**config.mk**
```make
export PLATFORM = sky130hd
export DESIGN_NAME = axi_tdd_frame_seq_flat
export DESIGN_NICKNAME = d
export VERILOG_FILES = /design/src/rtl/axi_tdd_frame_seq_if.sv /design/src/rtl/axi_tdd_frame_seq.sv /design/src/flat_wrapper.sv
export SDC_FILE = /design/constraint.sdc
export NUM_CORES = 1
export LEC_CHECK = 0
export ABC_CLOCK_PERIOD_IN_PS = 4890
export CAP_MARGIN = 40
export CORE_MARGIN = 2
export CORE_UTILIZATION = 55
export DETAILED_ROUTE_END_ITERATION = 8
export GPL_TIMING_DRIVEN = 0
export PLACE_DENSITY = 0.78
export SYNTH_ARGS = -nofsm -noshare
export SYNTH_HDL_FRONTEND = slang
export SYNTH_SLANG_ARGS = --single-unit
```
**constraint.sdc**
```tcl
create_clock -name clk -period 4.89 [get_ports clk]
set_clock_uncertainty 0.2 [all_clocks]
set_input_delay 0.489 -clock clk [delete_from_list [all_inputs] [get_ports clk]]
set_output_delay 0.489 -clock clk [all_outputs]
set_load 0.02 [all_outputs]
```
**src/rtl/axi_tdd_frame_seq_if.sv**
```systemverilog
// Interface bundle for the TDD frame sequencer.
// Carries the enable, sync and configuration inputs and the status outputs.
// The master modport is the controller side that drives enable, sync and configuration.
// The slave modport is the sequencer side.
interface axi_tdd_frame_seq_if #(
    parameter int CNT_WIDTH   = 32,
    parameter int BURST_WIDTH = 32
);
    logic                   tdd_enable;
    logic                   tdd_sync;
    logic [CNT_WIDTH-1:0]   asy_startup_delay;
    logic [CNT_WIDTH-1:0]   asy_frame_length;
    logic [BURST_WIDTH-1:0] asy_burst_count;

    logic [1:0]             tdd_cstate;
    logic [CNT_WIDTH-1:0]   tdd_counter;
    logic [BURST_WIDTH-1:0] tdd_frame_idx;
    logic                   tdd_frame_start;
    logic                   tdd_endof_frame;
    logic                   tdd_burst_done;

    modport master (
        output tdd_enable, tdd_sync, asy_startup_delay, asy_frame_length, asy_burst_count,
        input  tdd_cstate, tdd_counter, tdd_frame_idx, tdd_frame_start, tdd_endof_frame,
               tdd_burst_done
    );

    modport slave (
        input  tdd_enable, tdd_sync, asy_startup_delay, asy_frame_length, asy_burst_count,
        output tdd_cstate, tdd_counter, tdd_frame_idx, tdd_frame_start, tdd_endof_frame,
               tdd_burst_done
    );
endinterface

```
**src/rtl/axi_tdd_frame_seq.sv**
```systemverilog
// TDD frame sequencer.
// The sequencer arms on a rising edge of tdd_enable and waits for tdd_sync.
// It then counts out the startup delay and runs a programmed number of frames.
// A burst count of 0 runs frames until enable drops.
// Optional macro AXI_TDD_FRAME_SEQ_RESYNC_EN: a sync seen while WAITING or RUNNING
// restarts frame timing at counter 0 and leaves frame_idx unchanged.
//
// Signalling: there is no valid/ready handshake on this block.
//   - tdd_enable is a level. Arming needs a low-to-high edge. Dropping the level
//     aborts the sequencer from any state on the next clock.
//   - tdd_sync is a single-cycle pulse, sampled on the clock edge.
//   - asy_* are quasi-static. They are sampled only on the cycle the sequencer leaves IDLE.
//   - All outputs are decoded from registers only, so no input reaches an output
//     within the same cycle.
module axi_tdd_frame_seq #(
    parameter int CNT_WIDTH   = 32,
    parameter int BURST_WIDTH = 32
) (
    input  logic                clk,
    input  logic                rst,
    axi_tdd_frame_seq_if.slave  bus
);

    typedef enum logic [1:0] {
        ST_IDLE    = 2'd0,
        ST_ARMED   = 2'd1,
        ST_WAITING = 2'd2,
        ST_RUNNING = 2'd3
    } state_t;

    localparam logic [CNT_WIDTH-1:0]   CNT_ONE   = {{(CNT_WIDTH-1){1'b0}}, 1'b1};
    localparam logic [BURST_WIDTH-1:0] BURST_ONE = {{(BURST_WIDTH-1){1'b0}}, 1'b1};

    state_t                 state;
    logic [CNT_WIDTH-1:0]   counter;
    logic [BURST_WIDTH-1:0] frame_idx;
    logic                   enable_q;
    logic [CNT_WIDTH-1:0]   delay_q;
    logic [CNT_WIDTH-1:0]   length_q;
    logic [BURST_WIDTH-1:0] burst_q;

    logic frame_last;
    logic burst_last;
    logic resync;

    // Frame position decode. A length of 0 wraps to all ones, which gives a
    // frame of 2^CNT_WIDTH cycles.
    assign frame_last = (state == ST_RUNNING) && (counter == length_q - CNT_ONE);
    assign burst_last = (burst_q != '0) && (frame_idx == burst_q - BURST_ONE);

`ifdef AXI_TDD_FRAME_SEQ_RESYNC_EN
    assign resync = bus.tdd_sync;
`else
    assign resync = 1'b0;
`endif

    // Sequencer state, counter, frame index, config copies and enable edge register.
    always_ff @(posedge clk) begin
        if (rst) begin
            state     <= ST_IDLE;
            counter   <= '0;
            frame_idx <= '0;
            enable_q  <= 1'b0;
            delay_q   <= '0;
            length_q  <= '0;
            burst_q   <= '0;
        end else begin
            enable_q <= bus.tdd_enable;
            if (!bus.tdd_enable) begin
                // An enable drop aborts from any state and overrides sync and frame end.
                state     <= ST_IDLE;
                counter   <= '0;
                frame_idx <= '0;
            end else begin
                case (state)
                    ST_IDLE: begin
                        if (!enable_q) begin
                            state     <= ST_ARMED;
                            counter   <= '0;
                            frame_idx <= '0;
                            delay_q   <= bus.asy_startup_delay;
                            length_q  <= bus.asy_frame_length;
                            burst_q   <= bus.asy_burst_count;
                        end
                    end
                    ST_ARMED: begin
                        counter   <= '0;
                        frame_idx <= '0;
                        if (bus.tdd_sync) begin
                            state <= (delay_q != '0) ? ST_WAITING : ST_RUNNING;
                        end
                    end
                    ST_WAITING: begin
                        if (resync || (counter == delay_q - CNT_ONE)) begin
                            state   <= ST_RUNNING;
                            counter <= '0;
                        end else begin
                            counter <= counter + CNT_ONE;
                        end
                    end
                    ST_RUNNING: begin
                        if (frame_last) begin
                            // End of frame is handled before any coincident resync.
                            // A resync on this cycle would also restart at counter 0.
                            counter <= '0;
                            if (burst_last) begin
                                state     <= ST_IDLE;
                                frame_idx <= '0;
                            end else begin
                                frame_idx <= frame_idx + BURST_ONE;
                            end
                        end else if (resync) begin
                            counter <= '0;
                        end else begin
                            counter <= counter + CNT_ONE;
                        end
                    end
                    default: begin
                        state <= ST_IDLE;
                    end
                endcase
            end
        end
    end

    assign bus.tdd_cstate      = state;
    assign bus.tdd_counter     = counter;
    assign bus.tdd_frame_idx   = frame_idx;
    assign bus.tdd_frame_start = (state == ST_RUNNING) && (counter == '0);
    assign bus.tdd_endof_frame = frame_last;
    assign bus.tdd_burst_done  = frame_last && burst_last;

endmodule

```
**src/flat_wrapper.sv**
```systemverilog
// flat-port wrapper written by rule: the top's interface ports become plain ports
module axi_tdd_frame_seq_flat 
#(
    parameter int CNT_WIDTH   = 32,
    parameter int BURST_WIDTH = 32
)
  (clk, rst, bus_tdd_enable, bus_tdd_sync, bus_asy_startup_delay, bus_asy_frame_length, bus_asy_burst_count, bus_tdd_cstate, bus_tdd_counter, bus_tdd_frame_idx, bus_tdd_frame_start, bus_tdd_endof_frame, bus_tdd_burst_done);
  axi_tdd_frame_seq_if #(.CNT_WIDTH(CNT_WIDTH), .BURST_WIDTH(BURST_WIDTH)) bus_i ();
  input  logic clk;
  input  logic rst;
  input wire logic [$bits(bus_i.tdd_enable)-1:0] bus_tdd_enable;
  input wire logic [$bits(bus_i.tdd_sync)-1:0] bus_tdd_sync;
  input wire logic [$bits(bus_i.asy_startup_delay)-1:0] bus_asy_startup_delay;
  input wire logic [$bits(bus_i.asy_frame_length)-1:0] bus_asy_frame_length;
  input wire logic [$bits(bus_i.asy_burst_count)-1:0] bus_asy_burst_count;
  output wire logic [$bits(bus_i.tdd_cstate)-1:0] bus_tdd_cstate;
  output wire logic [$bits(bus_i.tdd_counter)-1:0] bus_tdd_counter;
  output wire logic [$bits(bus_i.tdd_frame_idx)-1:0] bus_tdd_frame_idx;
  output wire logic [$bits(bus_i.tdd_frame_start)-1:0] bus_tdd_frame_start;
  output wire logic [$bits(bus_i.tdd_endof_frame)-1:0] bus_tdd_endof_frame;
  output wire logic [$bits(bus_i.tdd_burst_done)-1:0] bus_tdd_burst_done;
  assign bus_i.tdd_enable = bus_tdd_enable;
  assign bus_i.tdd_sync = bus_tdd_sync;
  assign bus_i.asy_startup_delay = bus_asy_startup_delay;
  assign bus_i.asy_frame_length = bus_asy_frame_length;
  assign bus_i.asy_burst_count = bus_asy_burst_count;
  assign bus_tdd_cstate = bus_i.tdd_cstate;
  assign bus_tdd_counter = bus_i.tdd_counter;
  assign bus_tdd_frame_idx = bus_i.tdd_frame_idx;
  assign bus_tdd_frame_start = bus_i.tdd_frame_start;
  assign bus_tdd_endof_frame = bus_i.tdd_endof_frame;
  assign bus_tdd_burst_done = bus_i.tdd_burst_done;
  axi_tdd_frame_seq #(.CNT_WIDTH(CNT_WIDTH), .BURST_WIDTH(BURST_WIDTH)) u_core (.clk(clk), .rst(rst), .bus(bus_i));
endmodule
```
==> qor.csv <==
metric,value,unit
"Setup violations, final",0,
CTS tree,done,
Yosys top cell by area,dfxtp_1,
final WL,33.9,mm
initial drt markers,1089,
GR Util met2,49.2,%
fin. max-slew vios,0,
layout cells sized above 1,5.28,%
post-synth top area share,30.4,%
H-tree depth,4,
"EDFF count, synth",0,
final setup margin,0.224,ns
ANT cells,0,
unrepaired setup endpoints after global routing,no,
Switching Share,31.7,%
Most Crowded Layer GR,met2,
R2R setup slack,0.63,ns
first drt pass iteration count,7,
clock group share of total power,36.1,%
Max Cap Viol,0,
Syn Area/Cell,7.23,sq um
Reg2Reg Depth,13,
Peak VDD IR,0.000227,V
CTS root buf,clkbuf_16,
Layout Utilization,69.4,%
std cell rows,51,
Area after DPL,0.0128,sq mm
logic gate share of total power,24.1,%
I/O pin cnt,169,
kind of critical path,reg -> out,
most used flip-flop cell after synthesis,dfxtp_1,
GPL Wtd Cong,0.950,
GRT Residual Overflow,0,
min-delay worst type,reg -> reg,
Syn Inst Count,1484,
fillers,1718,
distinct cell type count after synthesis,78,
Final period util,95.4,%
CP Launch Point,u_core.burst_q[0]$_SDFFE_PP0P_,
insertion delay to the later sink of the worst-skew pair,0.44,ns
final instance area,0.0134,sq mm
critical path launch point type,flop,
maximum clock frequency,214,MHz
synthesis-to-layout area growth,24.7,%
Antenna Violating Nets Remaining,0,
worst r2r src,u_core.length_q[1]$_SDFFE_PP0P_,
first-pass GRT wire length,52.7,mm
synthesis warning total,0,
Slew HR,43.0,%
final hold vios,0,
Max Root-Sink Buffers,2,
Num CTS Buffers,17,
Port Buffers,167,
run status,completed,
most common cell in the netlist,nand2_1,
DIE AREA,0.0206,sq mm
largest net degree at the start of global routing,17,
Yosys reg bits,163,
WP data arrival,3.98,ns
met3 Use GR,5.16,%
CP max FO,6,
chip height,144,microns
Starting Density,55.7,%
clk sinks,163,
met1 usage,47.0,%
P_int,0.00250,W
PwrDens,274,mW/mm^2
"Clk pin slew, worst setup/hold paths",0.06,ns
Leak,4.83,nW
Final Critical Period,4.67,ns
CORE AREA,0.0193,sq mm
RR Endpoint,u_core.bus.tdd_frame_idx[23]$_SDFFE_PP0P_,
drt drc,0,
Die W,144,microns
CP Capture Type,output port,
Worst Setup EP,bus_tdd_burst_done,
CTS Hold Bufs,0,
Seq pwr share,39.8,%
synth top area cells,"dfxtp_1, nand2_1, xnor2_1",
Net Switching,0.00116,W
post-DP HPWL,25.7,mm
via count,11600,
Hold Path Cell Cnt,2,
Avg WL per Cell,17.4,microns
Critical Path RT,4.20,ns
Synth top cells by count,"nand2_1, dfxtp_1, a21oi_1, nor2_1, xnor2_1",
Mapped Nets,1594,
All-Layer GR Usage,32.3,%
initial antenna violation count,1,
Post-synth ARST share,0,%
Fin Setup TNS,0,ns
"Seq/Total Area, Yosys",30.4,%
Vias/cell,5.96,
pre-CTS setup slack,0.203,ns
number of global-route vias before repair,10100,
cell area after synthesis,0.0107,sq mm
Nets,1784,
Tightest Pin Transition,0.854,ns
==> final cells by class <==
type	count	area, sq um	share of cell area [%]
clock buffers	22	474	3.54
inverters	22	82.6	0.617
multi-input cells	1199	7030	52.5
plain buffers	100	395	2.95
clock inverters	10	100	0.748
flip-flops and latches	163	3260	24.4
well taps	265	332	2.48
repair buffers	171	1710	12.8
==> metal layers <==
| layer | wire length, microns | up-vias |
|---|---|---|
| met5 | 13 | - |
| met1 | 15300 | 5427 |
| met4 | 838 | 2 |
| li1 | - | 5607 |
| met3 | 3140 | 62 |
| met2 | 14700 | 527 |
==> how the worst min path moves through the flow <==
stage / endpoint / startpoint
CTS: u_core.burst_q[23]$_SDFFE_PP0P_ / u_core.burst_q[23]$_SDFFE_PP0P_
global placement: u_core.burst_q[23]$_SDFFE_PP0P_ / u_core.burst_q[23]$_SDFFE_PP0P_
finish: u_core.burst_q[23]$_SDFFE_PP0P_ / u_core.burst_q[23]$_SDFFE_PP0P_
global route: u_core.delay_q[24]$_SDFFE_PP0P_ / u_core.delay_q[24]$_SDFFE_PP0P_
detailed placement: u_core.burst_q[23]$_SDFFE_PP0P_ / u_core.burst_q[23]$_SDFFE_PP0P_
floorplan: u_core.length_q[31]$_SDFFE_PP0P_ / u_core.length_q[31]$_SDFFE_PP0P_
==> per-stage QoR <==
stage               hold WS [ns]  power [W]  std cells
finish                     0.292    0.00366       1952
global route               0.309    0.00382       1952
CTS                        0.291    0.00364       1952
detailed placement         0.280    0.00232       1918
global placement           0.272    0.00231       1916
floorplan                  0.248    0.00205       1484
==> logic make-up (layout without fill, tap and decap cells) <==
kind of cell	after synthesis	after routing	synth area share (%)
AND/OR/NAND/NOR	791	791	37.5
AO/OA/AOI/OAI	245	245	13.6
adder cells (fa/ha/maj)	10	10	1.17
multiplexers	13	13	1.25
flip-flops	163	163	30.4
buffers and inverters	122	325	4.45
XOR/XNOR	140	140	11.6
==> power groups by stage <==
| stage | sequential [W] | combinational [W] | clock (W) |
|---|---|---|---|
| 4_1_cts | 0.00145 | 0.000860 | 0.00133 |
| 2_1_floorplan | 0.00146 | 0.000589 | 0 |
| 6_report | 0.00146 | 0.000883 | 0.00132 |
| 5_1_grt | 0.00147 | 0.000964 | 0.00139 |
| 3_3_place_gp | 0.00148 | 0.000825 | 0 |
| 3_5_place_dp | 0.00148 | 0.000840 | 0 |
==> placed cells by master, fill, tap and decap left out, drive strengths merged, types with 14 or more instances in the layout <==
cell type and n:
nand2 308, and3 45, nor2 102, o21ai 47, buf 16, xor2 42
nor3 76, clkbuf 109, inv 24, a21oi 121, nand3 48, xnor2 97
dfxtp 163, nor4 48, clkdlybuf4s50 165, or4 14, or3 15, nand4 38
==> critical path, cell delays in order (launching register included) <==
cell	delay [ns]
dfxtp_1	0.37
inv_1	0.08
ha_1	0.23
or3b_2	0.52
or3_1	0.34
xnor2_1	0.19
nand4_1	0.15
a2111o_1	0.42
a2111oi_1	0.37
nand4_1	0.28
nor3_1	0.22
clkdlybuf4s15_1	0.36
==> what timing repair did <==
item,CTS,global route
endpoints found under the setup margin,2,1
resized for setup,6,6
setup buffers,2,0
hold endpoints to repair,0,0
pin swaps,1,1
==> registers in the layout, indices dropped and copies added (netlist names) <==
signal	cells
u_core.burst_q	32
u_core.bus.tdd_counter	32
u_core.bus.tdd_cstate	2
u_core.bus.tdd_frame_idx	32
u_core.delay_q	32
u_core.enable_q	1
u_core.length_q	32
(Power assumes the default switching activity.)
